File: config.mk
export PLATFORM = sky130hd
export DESIGN_NAME = dispenser_ctrl
export DESIGN_NICKNAME = d
export VERILOG_FILES = /design/src/rtl/dispenser_ctrl.sv
export SDC_FILE = /design/constraint.sdc
export NUM_CORES = 1
export LEC_CHECK = 0
export ABC_AREA = 1
export BUFFER_PORTS_ARGS = -buffer_cell sky130_fd_sc_hd__buf_4
export CORE_UTILIZATION = 45
export CTS_CLUSTER_DIAMETER = 50
export DETAILED_ROUTE_END_ITERATION = 6
export GPL_ROUTABILITY_DRIVEN = 0
export GPL_TIMING_DRIVEN = 0
export PLACE_DENSITY = 0.77
export SLEW_MARGIN = 10
export SYNTH_ARGS = -nofsm -noshare
export SYNTH_HDL_FRONTEND = slang
export SYNTH_SLANG_ARGS = --single-unit
File: constraint.sdc
create_clock -name clock -period 2.3 [get_ports clock]
set_clock_uncertainty 0.15 [all_clocks]
set_input_delay 0.115 -clock clock [delete_from_list [all_inputs] [get_ports clock]]
set_output_delay 0.115 -clock clock [all_outputs]
set_load 0.03 [all_outputs]
File: src/rtl/dispenser_ctrl.sv
// dispenser_ctrl -- drink vending controller.
//
// Flow: IDLE -> SELECT (choose drink) -> PAY (collect coins) -> PUMP ->
// HEAT (hot drinks only) -> DELIVER -> CHANGE -> IDLE. A sensor fault or a
// coin that would overflow the credit register diverts to an error state
// that times out into CHANGE with a full refund.
//
// Ports:
//   clock, reset_n      sole clock (rising edge), async active-low reset
//   btn                 start button (level, sampled each clock)
//   confirm, sel        latch drink index sel in SELECT (ignored if sel >= N_DRINKS)
//   cancel              abort payment, refund credit
//   coin_valid,         one-cycle coin strobe with its value; there is no
//   coin_value          back-pressure: every strobe is either accepted into
//                       credit (PAY, no overflow) or answered by a one-cycle
//                       coin_reject pulse on the following cycle
//   sensor_err          fault input, honoured in SELECT/PAY/PUMP/HEAT only
//   state               current state code (debug / status)
//   coin_enable, pump,  actuators
//   heater
//   led_red/green/blue  status LEDs
//   coin_reject         one-cycle pulse, coin refused
//   change_valid,       one-cycle change pulse; change_amount is zero
//   change_amount       whenever change_valid is low
//
// All outputs are registered from the next-state decision so they line up
// with the state register and drop to zero the instant reset_n falls.
module dispenser_ctrl #(
    parameter int                            N_DRINKS  = 4,
    parameter int                            CREDIT_W  = 8,
    parameter logic [N_DRINKS*CREDIT_W-1:0]  PRICES    = {8'd30, 8'd25, 8'd20, 8'd15},
    parameter logic [N_DRINKS-1:0]           COLD_MASK = 4'b1000,
    parameter int                            T_SEL     = 100,
    parameter int                            T_PAY     = 100,
    parameter int                            T_PUMP    = 20,
    parameter int                            T_HEAT    = 100,
    parameter int                            T_DELIVER = 20,
    parameter int                            T_ERR     = 60,
    localparam int                           SEL_W     = (N_DRINKS > 1) ? $clog2(N_DRINKS) : 1
) (
    input  logic                clock,
    input  logic                reset_n,
    input  logic                btn,
    input  logic                confirm,
    input  logic [SEL_W-1:0]    sel,
    input  logic                cancel,
    input  logic                coin_valid,
    input  logic [CREDIT_W-1:0] coin_value,
    input  logic                sensor_err,
    output logic [3:0]          state,
    output logic                coin_enable,
    output logic                pump,
    output logic                heater,
    output logic                led_red,
    output logic                led_green,
    output logic                led_blue,
    output logic                coin_reject,
    output logic                change_valid,
    output logic [CREDIT_W-1:0] change_amount
);

    typedef enum logic [3:0] {
        IDLE       = 4'd0,
        SELECT     = 4'd1,
        PAY        = 4'd2,
        PUMP       = 4'd3,
        HEAT       = 4'd4,
        DELIVER    = 4'd5,
        ERR_SENSOR = 4'd6,
        ERR_COIN   = 4'd7,
        CHANGE     = 4'd8
    } state_t;

    function automatic int max_int(input int a, input int b);
        return (a > b) ? a : b;
    endfunction

    // One shared timer, sized for the longest timed state.
    localparam int T_MAX   = max_int(max_int(max_int(T_SEL, T_PAY), max_int(T_PUMP, T_HEAT)),
                                     max_int(T_DELIVER, T_ERR));
    localparam int TIMER_W = max_int(1, $clog2(T_MAX));

    // "Expires" means the timer sits on the final cycle of the state.
    localparam logic [TIMER_W-1:0] SEL_LAST     = TIMER_W'(T_SEL - 1);
    localparam logic [TIMER_W-1:0] PAY_LAST     = TIMER_W'(T_PAY - 1);
    localparam logic [TIMER_W-1:0] PUMP_LAST    = TIMER_W'(T_PUMP - 1);
    localparam logic [TIMER_W-1:0] HEAT_LAST    = TIMER_W'(T_HEAT - 1);
    localparam logic [TIMER_W-1:0] DELIVER_LAST = TIMER_W'(T_DELIVER - 1);
    localparam logic [TIMER_W-1:0] ERR_LAST     = TIMER_W'(T_ERR - 1);

    state_t               state_q, state_d;
    logic [TIMER_W-1:0]   timer_q, timer_d;
    logic [CREDIT_W-1:0]  credit_q, credit_d;
    logic [SEL_W-1:0]     sel_q, sel_d;
    logic                 coin_enable_q, coin_enable_d;
    logic                 pump_q, pump_d;
    logic                 heater_q, heater_d;
    logic                 led_red_q, led_red_d;
    logic                 led_green_q, led_green_d;
    logic                 led_blue_q, led_blue_d;
    logic                 coin_reject_q, coin_reject_d;
    logic                 change_valid_q, change_valid_d;
    logic [CREDIT_W-1:0]  change_amount_q, change_amount_d;

    logic [CREDIT_W-1:0]  price;
    logic [CREDIT_W:0]    coin_sum;
    logic                 coin_fits;
    logic                 coin_accept;
    logic [CREDIT_W-1:0]  change_calc;

    always_comb begin
        state_d         = state_q;
        timer_d         = timer_q + 1'b1;
        credit_d        = credit_q;
        sel_d           = sel_q;
        change_calc     = '0;

        price       = PRICES[int'(sel_q)*CREDIT_W +: CREDIT_W];
        // One extra bit catches credit overflow.
        coin_sum    = {1'b0, credit_q} + {1'b0, coin_value};
        coin_fits   = ~coin_sum[CREDIT_W];
        // A fitting coin in PAY is always banked, even on a cycle that
        // leaves PAY; it comes back later as change or refund.
        coin_accept = (state_q == PAY) && coin_valid && coin_fits;
        if (coin_accept) begin
            credit_d = coin_sum[CREDIT_W-1:0];
        end
        coin_reject_d = coin_valid && !coin_accept;

        case (state_q)
            IDLE: begin
                if (btn) state_d = SELECT;
            end
            SELECT: begin
                if (sensor_err) begin
                    state_d = ERR_SENSOR;
                end else if (confirm && (int'(sel) < N_DRINKS)) begin
                    sel_d   = sel;
                    state_d = PAY;
                end else if (timer_q == SEL_LAST) begin
                    state_d = IDLE;
                end
            end
            PAY: begin
                if (sensor_err) begin
                    state_d = ERR_SENSOR;
                end else if (coin_valid && !coin_fits) begin
                    state_d = ERR_COIN;
                end else if (cancel) begin
                    state_d = CHANGE;
                end else if (credit_q >= price) begin
                    state_d = PUMP;
                end else if (!coin_accept && (timer_q == PAY_LAST)) begin
                    // A coin on the last cycle restarts the wait instead.
                    state_d = CHANGE;
                end
            end
            PUMP: begin
                if (sensor_err) begin
                    state_d = ERR_SENSOR;
                end else if (timer_q == PUMP_LAST) begin
                    state_d = COLD_MASK[sel_q] ? DELIVER : HEAT;
                end
            end
            HEAT: begin
                if (sensor_err) begin
                    state_d = ERR_SENSOR;
                end else if (timer_q == HEAT_LAST) begin
                    state_d = DELIVER;
                end
            end
            DELIVER: begin
                if (timer_q == DELIVER_LAST) state_d = CHANGE;
            end
            ERR_SENSOR, ERR_COIN: begin
                if (timer_q == ERR_LAST) state_d = CHANGE;
            end
            CHANGE: begin
                credit_d = '0;
                state_d  = IDLE;
            end
            default: begin
                credit_d = '0;
                state_d  = IDLE;
            end
        endcase

        // Every state entry and every banked coin restart the timer.
        if ((state_d != state_q) || coin_accept) begin
            timer_d = '0;
        end

        // The price is only debited after a completed delivery; every
        // other route into CHANGE refunds the whole (possibly just
        // updated) credit.
        if (state_d == CHANGE) begin
            change_calc = (state_q == DELIVER) ? (credit_q - price) : credit_d;
        end
        change_valid_d  = (state_d == CHANGE) && (change_calc != '0);
        change_amount_d = change_valid_d ? change_calc : '0;

        coin_enable_d = (state_d == PAY);
        pump_d        = (state_d == PUMP);
        heater_d      = (state_d == HEAT);
        led_red_d     = (state_d == HEAT) || (state_d == ERR_SENSOR) || (state_d == ERR_COIN);
        led_green_d   = (state_d == DELIVER) || (state_d == ERR_COIN);
        led_blue_d    = (state_d == PUMP) || (state_d == ERR_SENSOR);
    end

    always_ff @(posedge clock or negedge reset_n) begin
        if (!reset_n) begin
            state_q         <= IDLE;
            timer_q         <= '0;
            credit_q        <= '0;
            sel_q           <= '0;
            coin_enable_q   <= 1'b0;
            pump_q          <= 1'b0;
            heater_q        <= 1'b0;
            led_red_q       <= 1'b0;
            led_green_q     <= 1'b0;
            led_blue_q      <= 1'b0;
            coin_reject_q   <= 1'b0;
            change_valid_q  <= 1'b0;
            change_amount_q <= '0;
        end else begin
            state_q         <= state_d;
            timer_q         <= timer_d;
            credit_q        <= credit_d;
            sel_q           <= sel_d;
            coin_enable_q   <= coin_enable_d;
            pump_q          <= pump_d;
            heater_q        <= heater_d;
            led_red_q       <= led_red_d;
            led_green_q     <= led_green_d;
            led_blue_q      <= led_blue_d;
            coin_reject_q   <= coin_reject_d;
            change_valid_q  <= change_valid_d;
            change_amount_q <= change_amount_d;
        end
    end

    assign state         = state_q;
    assign coin_enable   = coin_enable_q;
    assign pump          = pump_q;
    assign heater        = heater_q;
    assign led_red       = led_red_q;
    assign led_green     = led_green_q;
    assign led_blue      = led_blue_q;
    assign coin_reject   = coin_reject_q;
    assign change_valid  = change_valid_q;
    assign change_amount = change_amount_q;

endmodule

==> results.md, run 1 <==
- Status: finished with violations
- Failing checks: negative setup slack
- Synth top cells by count: nand2_1 (100), inv_1 (45), dfrtp_1 (37), nor2_1 (37), nand3_1 (26)
- Ys async rst share: 100%
- Largest stage delay, worst path: 410 ps
- Most used cell, CP: nand2_1
- Synth top area cells: dfrtp_1 (36%), nand2_1 (14%), ha_1 (8.7%), inv_1 (6.5%), nor2_1 (5.4%)
- CTS Sinks: 37
- IO Count: 37
- Combinational power share: between 60% and 70%
- Core area: 5540 um2
- DP Wirelength: 4.29 mm
- Cells after Synth: 349
- Setup TNS: -6350 ps
- Largest net degree at the start of global routing: 38
- Root Driver: clkbuf_8
- DRC: 0
- Slew @ Worst Pin: 508 ps
- Synth Flop Type: dfrtp_1
- Clock power frac: 12.8%
- Antenna diode count: 0
- Synth Cell Area: ~2600 um2
- Gr ovfl total: 0
- Final setup violation count: 24
- Final hold vios: 0
- Avg WL per Cell: around 12 um
- Startpoint types: flop
- Synth unique cells: 35
- Clock slew at reported path FFs: 70 ps
- Most frequent cell after synthesis: nand2_1
- Vias in the first global route: 2,229
- Cells on worst reg2reg path: 16
- Initial Util: between 40% and 50%
- Vias per cell: 4.97
- Place WS: -310 ps
- Placed cells: 457
- Synth Area in Simple Gates: 35.0%
- Flop pwr share: 22.1%
- Tcrit/Tclk final: 118%
- DR iter-0 viols: 158
- Yosys warnings: 0
- Xor and xnor area share after synthesis: under 10%
- WL final: approximately 5.9 mm
- Non-Filler Instances: 481
- Worst VDD drop: 0.723 mV
- Rel. slew slack: around two thirds
- Critical path class: flop to flop
- FP Rows: 27
- Full die area: 6060 um2
- First-pass GRT wire length: approximately 9.5 mm
- Power Dens Cells: approximately 1300 nW/um2
- Max Slew Vio Count: 0
- Clk_lat worst skew: just under 300 ps
- Width of the die: 77.9 um
- Share of layout cells above drive strength 1: between 30% and 40%
- Crit path max-delay cell type: dfrtp_1
- EDFF count, synth: 0
- Final hold slack: 21.3 ps
- RSZ-0062 raised after global routing: yes
- Post-synthesis adder-cell area fraction: 10.2%
- CTS H-Tree Depth: 2
- Upper clock frequency limit: 0.369 GHz
- Critical path peak fanout: 7
- Setup ws final: -413 ps
- Post-synthesis mux area share: less than 1%
- Die Y: 77.9 um
- Internal: 2300 uW
- Pleak: 0.00183 uW
- Worst Hold Class: input port to flop
- Register area share after synthesis: 35.7%
- Clock Path Buffers: 2
- Largest family of logic cells by synthesized area: simple AND/OR/NAND/NOR gates
- CP endpoint kind: flop
- WP data required: roughly 2400 ps
- Routed Antenna Nets: 0
- Synth top area share: 35.7%
- Number of fill cells: 488
- Compound-Gate Fraction of Synth Area: under 10%
- DRT Pass-1 Iters: 4
- Crit path arrival time: 2800 ps
- Area Overhead vs Synth: 30.7%
- Crit-path cells: inv_2 > ha_1 > ha_2 > nand2_1 > nand2_1 > nor2_1 > nor2_1 > nor2_2 > nand3_1 > nand2_1 > nand2_2 > nand3_2 > nand3_2 > nor2_4 > nand2_8 > nor2_2
- GRT Overall Usage: 19.7%
- Switch Pwr: 2180 uW
- Hold path cells: 4
- Initial antenna violation count: 0
- Sw Share: 48.7%
- Post-Syn Nets: 386
- Count of buffers from port buffering: 36
- Largest area contributor in the netlist: dfrtp_1
- CTS tree: yes
- FF+latch count, synth: 37
- Avg Cell Area, Syn: 7.42 um2
- Total number of vias: 2,390
- Maxcap violations: 0
- Min Tclk post-route: 2710 ps
- CTS Buf Count: 5
- Final Net Count: 445
[per-stage QoR]
stage	utilization (%)	total power (uW)	instance area [um2]
after floorplan	-	2780	2610
after global placement	53.5	3280	2970
after detailed placement	53.5	3340	2970
after CTS	57.3	4030	3180
after global routing	61.1	4840	3380
final	61.1	4480	3380
[layout by cell type, fill, tap and decap left out, types with 11 or more instances in the layout]
cell     netlist  layout
buf_4          0      46
inv_2          6      11
nor2_1        37      37
dfrtp_1       37      37
ha_1          18      15
nand3_1       26      20
nand2_2        4      15
nand2_1      100      85
inv_1         45      40
a21oi_1       12      12
[critical path, delay by kind of cell, from the launching register on]
| family | cells | cell delay (ps) |
|---|---|---|
| adder cells (fa/ha/maj) | 2 | 500 |
| buffers and inverters | 1 | 110 |
| flip-flops | 1 | 410 |
| AND/OR/NAND/NOR | 13 | 1450 |
[power by group through the flow]
| stage | clock (uW) | combinational [uW] | sequential, uW |
|---|---|---|---|
| after floorplan | 0 | 1650 | 1130 |
| final | 575 | 2910 | 991 |
| after CTS | 587 | 2460 | 986 |
| after global routing | 612 | 3210 | 1010 |
| after detailed placement | 0 | 2350 | 995 |
| after global placement | 0 | 2290 | 991 |
[routing by layer]
metal  global-route usage, %  wire length, um
met5                       0                0
met4                    6.23              120
met3                    2.94              303
met2                    34.9             3050
met1                    24.4             2460
[timing repair]
| action | 4_1_cts | 5_1_grt |
|---|---|---|
| gates resized for setup | 8 | 34 |
| hold endpoints to repair | 40 | 0 |
| pin swaps | 7 | 16 |
| setup endpoints to repair | 22 | 27 |
| hold buffers | 4 | 0 |
| buffers inserted | 2 | 10 |
[sequential cells by signal (all words and copies together), names as in the netlist]
signal / count
change_amount: 8
led_red: 1
credit_q: 8
timer_q: 7
sel_q: 2
state: 4
change_valid: 1
pump: 1
coin_enable: 1
heater: 1
led_green: 1
led_blue: 1
coin_reject: 1
[cell families (layout without fill, tap and decap cells)]
group	after synthesis	count (layout)
adders and majority gates	20	20
buffers and inverters	52	112
AOI/OAI and AO/OA	31	31
DFF	37	37
xor gates and xnor gates	11	11
and+or+nand+nor	197	197
muxes	1	1
[layout make-up]
type	instances	area (um2)	share of cell area (%)
timing repair buffer	52	417	12.3
buffer	1	3.75	0.111
inverter	51	191	5.66
sequential	37	926	27.4
multi-input combinational	260	1640	48.5
tap	72	90.1	2.66
clock buffer	7	86.3	2.55
clock inverter	1	30.0	0.887
[worst paths after layout]
path	from	slack, ps	to
min in group asynchronous	reset_n	160	state[0]
worst min-delay path	coin_value[0]	20	credit_q[0]
worst max register to register	sel_q[1]	-410	timer_q[0]
worst min register to register	timer_q[0]	320	timer_q[0]
max in group asynchronous	reset_n	1520	change_amount[1]
worst max-delay path	sel_q[1]	-410	timer_q[0]
No activity file was read; power rests on OpenSTA's default activity.
==> run 2, diff against run 1 <==
Settings changed: CORE_UTILIZATION 45 to 30, PLACE_DENSITY 0.77 to 0.58.
==> run 2 against run 1 <==
Against the previous run:
- the run still ends with negative setup slack left
- critical path depth rose by 2
- via count shrank 3.6%
- count of clock-buffer cells in the layout down 1
==> results.md, run 2 (synthesis results as in run 1) <==
- FP Rows: 33
- Initial antenna violation count: 0
- Clock Path Buffers: 2
- Maxcap violations: 0
- Setup ws final: -245 ps
- Status: finished with violations
- Clock slew at reported path FFs: 70 ps
- CTS H-Tree Depth: 2
- Hold path cells: 4
- Final Net Count: 451
- Cells on worst reg2reg path: 18
- FF-to-FF End: timer_q[5]
- Avg WL per Cell: around 11 um
- Final hold slack: roughly 37 ps
- CTS Buf Count: 5
- Most common cell after layout, fill and taps aside: nand2_1
- Vias in the first global route: ~2,200
- DP Wirelength: about 4.5 mm
- Non-Filler Instances: 519
- Pleak: about 0.0018 uW
- Final setup violation count: 23
- Root Driver: clkbuf_8
- GRT Overall Usage: 14.3%
- Failing checks: negative setup slack
- DRT Pass-1 Iters: 4
- IO Count: 37
- Antenna diode count: 0
- Min-delay src: coin_value[0]
- WL final: roughly 6.0 mm
- Die Y: about 95 um
- Core area: 8300 um2
- Min Tclk post-route: 2550 ps
- Crit-path cells: inv_2 > ha_4 > fa_2 > inv_1 > nor2_1 > nor2_2 > nor2_1 > nor2_2 > nand3_2 > nand3_2 > nand2_2 > nand2_2 > nand2_2 > nand2_1 > nand2_1 > inv_2 > nand2_4 > nor2_2
- Gr ovfl total: 0
- Share of layout cells above drive strength 1: 30.0%
- Startpoint types: flop
- WP data required: around 2400 ps
- Clk_lat worst skew: between 200 and 300 ps
- CTS Sinks: 37
- Area Overhead vs Synth: 30.2%
- Slew @ Worst Pin: 461 ps
- Largest net degree at the start of global routing: 38
- Tcrit/Tclk final: 111%
- Dpl cell area: 3010 um2
- DRC: 0
- Full die area: 9010 um2
- WHS Endpoint: credit_q[0]
- Total Power: 4260 uW
- Most frequent cells in the layout: nand2_1 (89), buf_4 (52), inv_1 (43)
- Total number of vias: 2,303
- Width of the die: about 95 um
- Final Cell Area: 3370 um2
- Number of fill cells: 841
- Vias per cell: about 4.4
- First-pass GRT wire length: about 10 mm
- Flop2flop setup slack: -250 ps
- Crit path arrival time: between 2000 and 3000 ps
- Final hold vios: 0
- RR Startpoint: sel_q[0]
- DR iter-0 viols: 93
- CP endpoint kind: flop
- Power Dens Cells: 1260 nW/um2
- Max Slew Vio Count: 0
- Worst VDD drop: 0.372 mV
- CTS tree: yes
- RSZ-0062 raised after global routing: yes
- Worst Hold Class: input port to flop
- Routed Antenna Nets: 0
- Upper clock frequency limit: 0.393 GHz
- Placed cells: 490
- Crit path max-delay cell type: dfrtp_1
- Initial Util: between 30 and 40%
- Largest stage delay, worst path: approximately 410 ps
- Rel. slew slack: between 60% and 70%
- Critical path peak fanout: 7
- Count of buffers from port buffering: 36
- Critical path class: flop to flop
==> run 2: how the worst max path moves through the flow <==
| stage | start | to | slack (ps) | cells past startpoint |
|---|---|---|---|---|
| after floorplan | sel_q[0] | timer_q[2] | -60 | 17 |
| after global placement | credit_q[0] | change_valid | -330 | 14 |
| after detailed placement | credit_q[0] | change_valid | -350 | 14 |
| after CTS | sel_q[0] | timer_q[2] | -290 | 17 |
| after global routing | sel_q[0] | timer_q[5] | -410 | 18 |
| final | sel_q[0] | timer_q[5] | -250 | 18 |
==> run 2: layout make-up <==
class / count / area (um2) / area share [%]
plain buffers: 1 / 3.75 / 0.111
clock buffers: 6 / 82.6 / 2.45
clock inverters: 1 / 7.51 / 0.223
inverters: 51 / 194 / 5.75
multi-input cells: 260 / 1570 / 46.4
flip-flops and latches: 37 / 926 / 27.5
well taps: 105 / 131 / 3.90
repair buffers: 58 / 462 / 13.7
==> run 2: per-stage QoR <==
stage	setup TNS [ps]	setup WS, ps	utilization (%)
floorplan	-442	-64.4	-
global placement	-3830	-331	36.2
detailed placement	-4550	-353	36.2
CTS	-4440	-289	39.5
global route	-7160	-408	40.6
finish	-3360	-245	40.6
==> run 2: per-layer routing <==
layer	wire (um)	share of wire, %	global-route usage [%]	up-vias
met4	61	1.0	4.17	0
met2	2860	48	24.3	36
met5	0	0	0	-
li1	-	-	-	1223
met3	223	3.7	3.78	6
met1	2820	47	17.8	1038
==> run 2: timing repair <==
item                                    in CTS  in global routing
buffers inserted                            13                  5
pin swaps                                   12                 10
endpoints found under the hold margin       40                  0
endpoints found under the setup margin      23                 27
resized for setup                            8                 18
hold buffers                                 4                  0
==> run 2: worst max-delay path: cells and delay by family, from the launching register on <==
kind / cells / cell delay (ps)
buffers and inverters: 3 / 230
adders and majority gates: 2 / 600
DFF: 1 / 410
and+or+nand+nor: 13 / 1070
==> run 2: power breakdown <==
group	leakage, uW	internal, uW	total (uW)	switching (uW)
Sequential	0.000487	825	993	168
Combinational	0.00131	1140	2800	1660
Clock	0.0000433	237	470	233
